--- src/rtl/corefifo_rd_ctrl_vdma.sv ---
// Read-side controller for the VDMA dual-clock FIFO: write-pointer sync, read pointer, FWFT output stage.
// Optional sticky underflow detection is built only when CORE_VDMA_RDCTRL_UFLOW_EN is defined.

module corefifo_gray2bin #(
  parameter int N = 4
) (
  input  logic [N-1:0] i_gray,
  output logic [N-1:0] o_bin
);

  // Each binary bit is the XOR of all Gray bits at and above it.
  for (genvar gi = 0; gi < N; gi++) begin : g_bit
    assign o_bin[gi] = ^i_gray[N-1:gi];
  end

endmodule

module corefifo_rd_ctrl_vdma #(
  parameter int ADDRWIDTH     = 3,
  parameter int AEMPTY_THRESH = 1
) (
  input  logic                 rclk,
  input  logic                 rreset,
  input  logic [ADDRWIDTH:0]   wptr_gray_in,
  output logic [ADDRWIDTH:0]   rptr_gray_out,
  output logic [ADDRWIDTH-1:0] ram_raddr,
  output logic                 ram_re,
  input  logic                 re,
  output logic                 dvld,
  output logic                 empty,
  output logic                 aempty,
  output logic [ADDRWIDTH:0]   rdcnt,
  output logic                 underflow
);

  // Handshake: a word is transferred at the rising edge where dvld=1 and re=1;
  // re while dvld=0 moves nothing.
  localparam logic [0:0] ST_EMPTY = 1'b0;
  localparam logic [0:0] ST_VALID = 1'b1;

  localparam logic [ADDRWIDTH:0] LP_PTR_ONE   = {{ADDRWIDTH{1'b0}}, 1'b1};
  localparam logic [ADDRWIDTH:0] LP_AE_THRESH = AEMPTY_THRESH[ADDRWIDTH:0];

  logic [ADDRWIDTH:0] r_wsync1;
  logic [ADDRWIDTH:0] r_wsync2;
  logic [ADDRWIDTH:0] r_rptr_bin;
  logic [ADDRWIDTH:0] r_rptr_gray;
  logic [0:0]         r_state;

  logic [ADDRWIDTH:0] w_wptr_bin;
  logic [ADDRWIDTH:0] w_rptr_bin_nxt;
  logic [ADDRWIDTH:0] w_rptr_gray_nxt;
  logic [ADDRWIDTH:0] w_rdcnt;
  logic               w_ram_empty;
  logic               w_ram_re;
  logic               w_dvld;
  logic [0:0]         w_state_nxt;

  always_ff @(posedge rclk) begin
    if (rreset) begin
      r_wsync1 <= '0;
      r_wsync2 <= '0;
    end else begin
      r_wsync1 <= wptr_gray_in;
      r_wsync2 <= r_wsync1;
    end
  end

  corefifo_gray2bin #(
    .N (ADDRWIDTH + 1)
  ) u_wptr_g2b (
    .i_gray (r_wsync2),
    .o_bin  (w_wptr_bin)
  );

  // The extra MSB tells a full RAM apart from an empty one.
  assign w_ram_empty = (w_wptr_bin == r_rptr_bin);
  assign w_rdcnt     = w_wptr_bin - r_rptr_bin;
  assign w_dvld      = (r_state == ST_VALID);

  // Refill the output register when it is free or being drained this cycle.
  assign w_ram_re = !rreset && !w_ram_empty && (!w_dvld || re);

  assign w_rptr_bin_nxt  = r_rptr_bin + LP_PTR_ONE;
  assign w_rptr_gray_nxt = w_rptr_bin_nxt ^ (w_rptr_bin_nxt >> 1);

  always_ff @(posedge rclk) begin
    if (rreset) begin
      r_rptr_bin  <= '0;
      r_rptr_gray <= '0;
    end else if (w_ram_re) begin
      r_rptr_bin  <= w_rptr_bin_nxt;
      r_rptr_gray <= w_rptr_gray_nxt;
    end
  end

  always_comb begin
    w_state_nxt = r_state;
    case (r_state)
      ST_EMPTY: begin
        if (w_ram_re) begin
          w_state_nxt = ST_VALID;
        end
      end
      ST_VALID: begin
        if (re && !w_ram_re) begin
          w_state_nxt = ST_EMPTY;
        end
      end
      default: w_state_nxt = ST_EMPTY;
    endcase
  end

  always_ff @(posedge rclk) begin
    if (rreset) begin
      r_state <= ST_EMPTY;
    end else begin
      r_state <= w_state_nxt;
    end
  end

`ifdef CORE_VDMA_RDCTRL_UFLOW_EN
  logic r_underflow;

  // Sticky until reset: a consumer read against an empty output stage.
  always_ff @(posedge rclk) begin
    if (rreset) begin
      r_underflow <= 1'b0;
    end else if (re && !w_dvld) begin
      r_underflow <= 1'b1;
    end
  end

  assign underflow = r_underflow;
`else
  assign underflow = 1'b0;
`endif

  assign rptr_gray_out = r_rptr_gray;
  assign ram_raddr     = r_rptr_bin[ADDRWIDTH-1:0];
  assign ram_re        = w_ram_re;
  assign dvld          = w_dvld;
  assign empty         = !w_dvld;
  assign rdcnt         = w_rdcnt;
  assign aempty        = (w_rdcnt <= LP_AE_THRESH);

endmodule

--- config.mk ---
export PLATFORM = sky130hd
export DESIGN_NAME = corefifo_rd_ctrl_vdma
export DESIGN_NICKNAME = d
export VERILOG_FILES = /design/src/rtl/corefifo_rd_ctrl_vdma.sv
export SDC_FILE = /design/constraint.sdc
export NUM_CORES = 1
export LEC_CHECK = 0
export ABC_AREA = 1
export CAP_MARGIN = 40
export CORE_MARGIN = 8
export CORE_UTILIZATION = 51
export DETAILED_ROUTE_END_ITERATION = 8
export GPL_TIMING_DRIVEN = 0
export HOLD_SLACK_MARGIN = 0.05
export PLACE_DENSITY = 0.8
export SLEW_MARGIN = 20
export SYNTH_ARGS = -nofsm -noshare
export SYNTH_HDL_FRONTEND = slang
export SYNTH_HIERARCHICAL = 1
export SYNTH_SLANG_ARGS = --single-unit
--- constraint.sdc ---
create_clock -name rclk -period 4.1 [get_ports rclk]
set_clock_uncertainty 0.1 [all_clocks]
set_input_delay 0.82 -clock rclk [delete_from_list [all_inputs] [get_ports rclk]]
set_output_delay 0.82 -clock rclk [all_outputs]
set_load 0.02 [all_outputs]
=== Word-level counts from Yosys, hierarchy flattened ===
Cells that the tools add are included.

* Bits in registers: 17
* Output and inout port bits: 16
* Logic and storage cells: 25
* Bits of input ports: 7

* Muxes and demuxes: 3
* Order comparisons: 1
* Equal/unequal tests: 1
* Reduce and logical (&&, ||, !) cells: 11
* Add/subtract/negate cells: 2
* Bitwise operators: 2

{| class="wikitable"
|+ Operators by type and width
! operator !! count
|-
| $add 4x1->4 const B || 1
|-
| $eq 4x4->1 || 1
|-
| $le 4x1->1 const B || 1
|-
| $logic_not 1->1 || 4
|-
| $reduce_xor 4->1 || 1
|-
| $sub 4x4->4 || 1
|-
| $xor 4x3->4 || 1
|-
| $logic_and 1x1->1 || 3
|-
| $reduce_xor 3->1 || 1
|-
| $mux 1 || 2
|-
| $pmux 1 s2 || 1
|-
| $reduce_xor 2->1 || 1
|-
| $logic_or 1x1->1 || 1
|-
| $not 1->1 || 1
|}

=== Longest topological paths before layout ===
* Depth in word-level cells: 9
* Depth in mapped cells: 14
* Mapped depth without buffers: 14

=== By module ===
Netlist, hierarchy kept.

{| class="wikitable"
|+ By module, submodules not included
! module !! cells each !! seq. area each (um^2) !! times used !! area each (um^2)
|-
| corefifo_rd_ctrl_vdma || 110 || 320.3 || 1 || 833.3
|-
| corefifo_gray2bin || 21 || 0.0 || 1 || 90.1
|}

=== Worst setup path before layout ===
No wires, ideal clock.

* Path kind: register to output
* From: register r_wsync2[3]
* To: output aempty
* Data arrival time: 1.965 ns
* Slack: 1.215 ns
* Path buffers: 0
* Data required time: 3.180 ns
* Cell stages (with the launch flop): 11
* Path through: dfxtp_1 inv_1 nand2_1 nand2_2 nand2_1 nand2_1 inv_1 ha_1 fa_1 xnor2_1 nor3_1

* Word-level cells in the longest chain between the ends: 3
* Elaborated cells on any way between the ends: 5
* Classes of those cells: add/sub (1); order compare (1); reduce/logical (3)

{| class="wikitable"
|+ RTL lines
! item !! line !! source
|-
| from (decl) || 45 || <nowiki>logic [ADDRWIDTH:0] r_wsync2;</nowiki>
|-
| from (signal assigned) || 65 || <nowiki>r_wsync2 <= r_wsync1;</nowiki>
|-
| $reduce_xor 2->1 || 13 || <nowiki>assign o_bin[gi] = ^i_gray[N-1:gi];</nowiki>
|-
| net w_wptr_bin[2] || 50 || <nowiki>logic [ADDRWIDTH:0] w_wptr_bin;</nowiki>
|-
| $sub 4x4->4 || 78 || <nowiki>assign w_rdcnt = w_wptr_bin - r_rptr_bin;</nowiki>
|-
| net rdcnt[2] || 32 || <nowiki>output logic [ADDRWIDTH:0] rdcnt,</nowiki>
|-
| $le 4x1->1 || 145 || <nowiki>assign aempty = (w_rdcnt <= LP_AE_THRESH);</nowiki>
|-
| to (decl) || 31 || <nowiki>output logic aempty,</nowiki>
|}

The timed path passes the listed nets, and every way through them passes these cells.

=== Worst setup path after layout ===
* From: register r_wsync2[3]
* To: output aempty

* Word-level cells in the longest chain between the ends: 3
* Elaborated cells on any way between the ends: 5
* Classes of those cells: add/sub (1); order compare (1); reduce/logical (3)

{| class="wikitable"
|+ RTL lines
! item !! line
|-
| $reduce_xor 2->1 || 13
|-
| net w_wptr_bin[2] || 50
|-
| $sub 4x4->4 || 78
|-
| $le 4x1->1 || 145
|}

The timed path passes the listed nets, and every way through them passes these cells.

==> impl_metrics.prom <==
# TYPE chip_impl_metric gauge
chip_impl_metric{name="edff_count_synth",unit=""} 0
chip_impl_metric{name="synth_seq_area_share",unit="%"} 34.69
chip_impl_metric{name="die_height",unit="um"} 58.55
chip_impl_metric{name="rows",unit=""} 15
chip_impl_info{name="rsz0062_at_grt",value="no"} 1
chip_impl_metric{name="final_period_minus_worst_setup_slack",unit="ns"} 3.445
chip_impl_metric{name="groute.usage.overall",unit="%"} 11.18
chip_impl_metric{name="final_min_period_over_clock_period",unit="%"} 84.02
chip_impl_metric{name="final_core_utilization",unit="%"} 70.33
chip_impl_metric{name="cp_data_required_time",unit="ns"} 3.18
chip_impl_metric{name="detail_route.iter0.violations",unit=""} 16
chip_impl_metric{name="placer_congestion_estimate",unit=""} 0.7925
chip_impl_metric{name="final_layout_size_suffix_gt1_share",unit="%"} 12.82
chip_impl_metric{name="vdd_ir_drop_max",unit="mV"} 0.3008
chip_impl_metric{name="cap_viol_max_count",unit=""} 0
chip_impl_metric{name="wl_met3",unit="um"} 73
chip_impl_metric{name="remaining_drc_errors",unit=""} 0
chip_impl_metric{name="hpwlAfterDp",unit="um"} 1456
chip_impl_metric{name="synth_area_per_cell",unit="um^2"} 7.049
chip_impl_metric{name="yosys.cell_types.count",unit=""} 24
chip_impl_metric{name="syn-num-nets",unit=""} 143
chip_impl_metric{name="synthToLayoutAreaGrowth",unit="%"} 30.08
chip_impl_metric{name="detail_route.wirelength",unit="um"} 1821
chip_impl_metric{name="antenna_violations_before_repair",unit=""} 0
chip_impl_metric{name="routed_via_density",unit=""} 4.448
chip_impl_metric{name="syn-instance-count",unit=""} 131
chip_impl_metric{name="yosysWarnings",unit=""} 6
chip_impl_metric{name="drtPass1Iterations",unit=""} 4
chip_impl_metric{name="cellPowerDensity",unit="nW/um^2"} 381.6
chip_impl_info{name="clock_tree.root_cell",value="clkbuf_4"} 1
chip_impl_metric{name="num_vias",unit=""} 805
chip_impl_metric{name="worst-path-max-fanout",unit=""} 4
chip_impl_info{name="run_status",value="finished, final reports clean"} 1
chip_impl_metric{name="cts-buffers-inserted",unit=""} 3
chip_impl_metric{name="yosys.area.top_type_share",unit="%"} 34.69
chip_impl_info{name="netlist.top_cell.by_area",value="dfxtp_1"} 1
chip_impl_metric{name="cts.hold.buffers_added",unit=""} 0
chip_impl_metric{name="cts_resized",unit=""} 0
chip_impl_metric{name="static-leakage-power",unit="nW"} 0.5704
chip_impl_metric{name="global_route_wire_length_before_repair",unit="um"} 3008
chip_impl_metric{name="regArea",unit="um^2"} 320.3
chip_impl_metric{name="route.met2.wl",unit="um"} 939
chip_impl_info{name="post-synth-top-count-cell",value="nand2_1"} 1
chip_impl_metric{name="post-place-cells",unit=""} 177
chip_impl_metric{name="fmaxAchievable",unit="MHz"} 290.3
chip_impl_metric{name="globalRoute.totalOverflow",unit=""} 0
chip_impl_metric{name="cts_num_sinks",unit=""} 16
chip_impl_metric{name="first_global_vias",unit=""} 769
chip_impl_metric{name="fin_worst_hold_slack",unit="ns"} 0.3060
chip_impl_metric{name="final_hold_viol_count",unit=""} 0
chip_impl_info{name="timing.hold.worst.class",value="reg2reg"} 1
chip_impl_info{name="tritoncts_clock_tree",value="done"} 1
chip_impl_metric{name="place.port_buffers",unit=""} 21
chip_impl_metric{name="num-nets-final",unit=""} 169
chip_impl_metric{name="io_pins",unit=""} 23
chip_impl_info{name="setup.worst_path.class",value="reg2out"} 1
chip_impl_metric{name="timing.critical_path.arrival",unit="ns"} 2.52
chip_impl_metric{name="coreArea",unit="um^2"} 1708
chip_impl_info{name="ys_dominant_reg_cell",value="dfxtp_1"} 1
chip_impl_metric{name="cts_setup_buffers",unit=""} 0
chip_impl_info{name="highest_layer",value="met4"} 1
chip_impl_metric{name="drv_slew",unit=""} 0
chip_impl_metric{name="cts_max_path_buffers",unit=""} 2
chip_impl_metric{name="largest_net_degree_at_the_start_of_global_routing",unit=""} 11
chip_impl_metric{name="htree_levels",unit=""} 1
chip_impl_info{name="yosys-top-cells-count",value="nand2_1 (34), inv_1 (26), dfxtp_1 (16)"} 1
chip_impl_info{name="worstSetupEndpointType",value="output pin"} 1
chip_impl_metric{name="clkLatencyLatePin",unit="ns"} 0.29
chip_impl_metric{name="clkTransAtPathRegs",unit="ns"} 0.09
chip_impl_metric{name="insertedDiodeCount",unit=""} 0
chip_impl_metric{name="area_of_combinational_cells_with_multiple_inputs",unit="um^2"} 470.5
chip_impl_metric{name="route.antenna.remaining_nets",unit=""} 0
chip_impl_metric{name="totalNegativeSetupSlack",unit="ns"} 0
chip_impl_info{name="startpoint_type",value="flip-flop"} 1
chip_impl_metric{name="instances_no_fill",unit=""} 181
chip_impl_metric{name="ys_seq_elements",unit=""} 16
chip_impl_metric{name="wirelength_met1",unit="um"} 763
chip_impl_metric{name="filler_cell_count",unit=""} 145
chip_impl_metric{name="die_area",unit="um^2"} 3428
chip_impl_metric{name="synthesis.area",unit="um^2"} 923.4
chip_impl_metric{name="initial_core_util",unit="%"} 54.07
chip_impl_metric{name="die_width",unit="um"} 58.55
chip_impl_metric{name="detail_route.wl_per_cell",unit="um"} 10.06
chip_impl_info{name="post_synth_main_area_contributors",value="dfxtp_1 (35%), nand2_1 (14%), inv_1 (11%)"} 1
chip_impl_metric{name="async_reset_ff_share",unit="%"} 0
chip_impl_metric{name="setup-violations-final",unit=""} 0
[power by group]
part,switching [mW],internal (mW)
registers,0.00980,0.167
logic,0.0969,0.0801
clock network,0.0504,0.0542
[critical path, cell delays in order (launching register included)]
cell	delay (ns)
dfxtp_1	0.38
nand2_1	0.08
nand2_2	0.09
nand2_1	0.05
nand2_1	0.05
inv_1	0.04
ha_1	0.20
fa_1	0.49
inv_1	0.05
nor3_1	0.17
clkdlybuf4s50_1	0.63
[state kept, by name, indices dropped and copies added (netlist names)]
register / cells
r_wsync1: 4
r_rptr_bin: 4
r_wsync2: 4
dvld: 1
rptr_gray_out: 3
[cell usage in the layout (no fill, tap or decap)]
cell / synthesis / final
xor2_1: 2 / 2
nand3_1: 4 / 4
clkbuf_1: 1 / 1
clkbuf_4: 0 / 3
nand2_4: 4 / 4
conb_1: 1 / 1
clkdlybuf4s50_1: 0 / 21
nor3_1: 1 / 1
nand2_2: 3 / 3
fa_1: 1 / 1
xnor2_1: 4 / 4
a21oi_2: 1 / 1
o21ai_0: 1 / 1
buf_2: 1 / 1
or2_1: 1 / 1
ha_1: 4 / 4
buf_4: 2 / 2
nor2_4: 1 / 1
nand2_1: 34 / 34
clkbuf_8: 0 / 1
a21oi_1: 5 / 5
dfxtp_1: 16 / 16
a21oi_4: 1 / 1
nor2_1: 13 / 13
inv_1: 26 / 26
inv_2: 3 / 3
nand4_1: 1 / 1
[cells by family (layout without fill, tap and decap cells)]
family          count (synthesis)  count (layout)  synth area share (%)
compound gates                  8               8                 5.962
buf+inv                        33              58                 14.36
other cells                     1               1                0.4061
simple gates                   62              62                 31.30
flops                          16              16                 34.69
fa+ha+maj                       5               5                 7.588
xor+xnor                        6               6                 5.691
[path summary, 6_finish.rpt]
check / from / endpoint / slack [ns] / depth (start not counted)
worst min register to register: r_wsync1[3] / r_wsync2[3] / 0.31 / 2
worst min-delay path: r_wsync1[3] / r_wsync2[3] / 0.31 / 2
worst max-delay path: r_wsync2[3] / aempty / 0.66 / 10
worst max register to register: r_wsync2[3] / r_rptr_bin[0] / 2.29 / 12
[stage by stage]
step / setup WS [ns] / cell area, um^2 / total power [mW]
after floorplan: 1.215 / 923.4 / 0.2891
after global placement: 0.7836 / 1165 / 0.3527
after detailed placement: 0.7733 / 1165 / 0.3587
after CTS: 0.6394 / 1201 / 0.4636
after global routing: 0.5274 / 1201 / 0.4813
final: 0.6553 / 1201 / 0.4584
[area by class of cell]
| type | instances | share of cell area [%] |
|---|---|---|
| plain buffers | 4 | 1.979 |
| clock buffers | 4 | 3.021 |
| inverters | 29 | 9.062 |
| multi-input cells | 82 | 39.17 |
| flip-flops and latches | 16 | 26.67 |
| well taps | 25 | 2.604 |
| repair buffers | 21 | 17.50 |
[layer usage]
layer	global-route usage, %	vias up
met2	21.57	15
met4	7.343	0
met3	1.522	5
met5	0	-
li1	-	429
met1	10.64	356
Power figures use the tool's default switching activity.
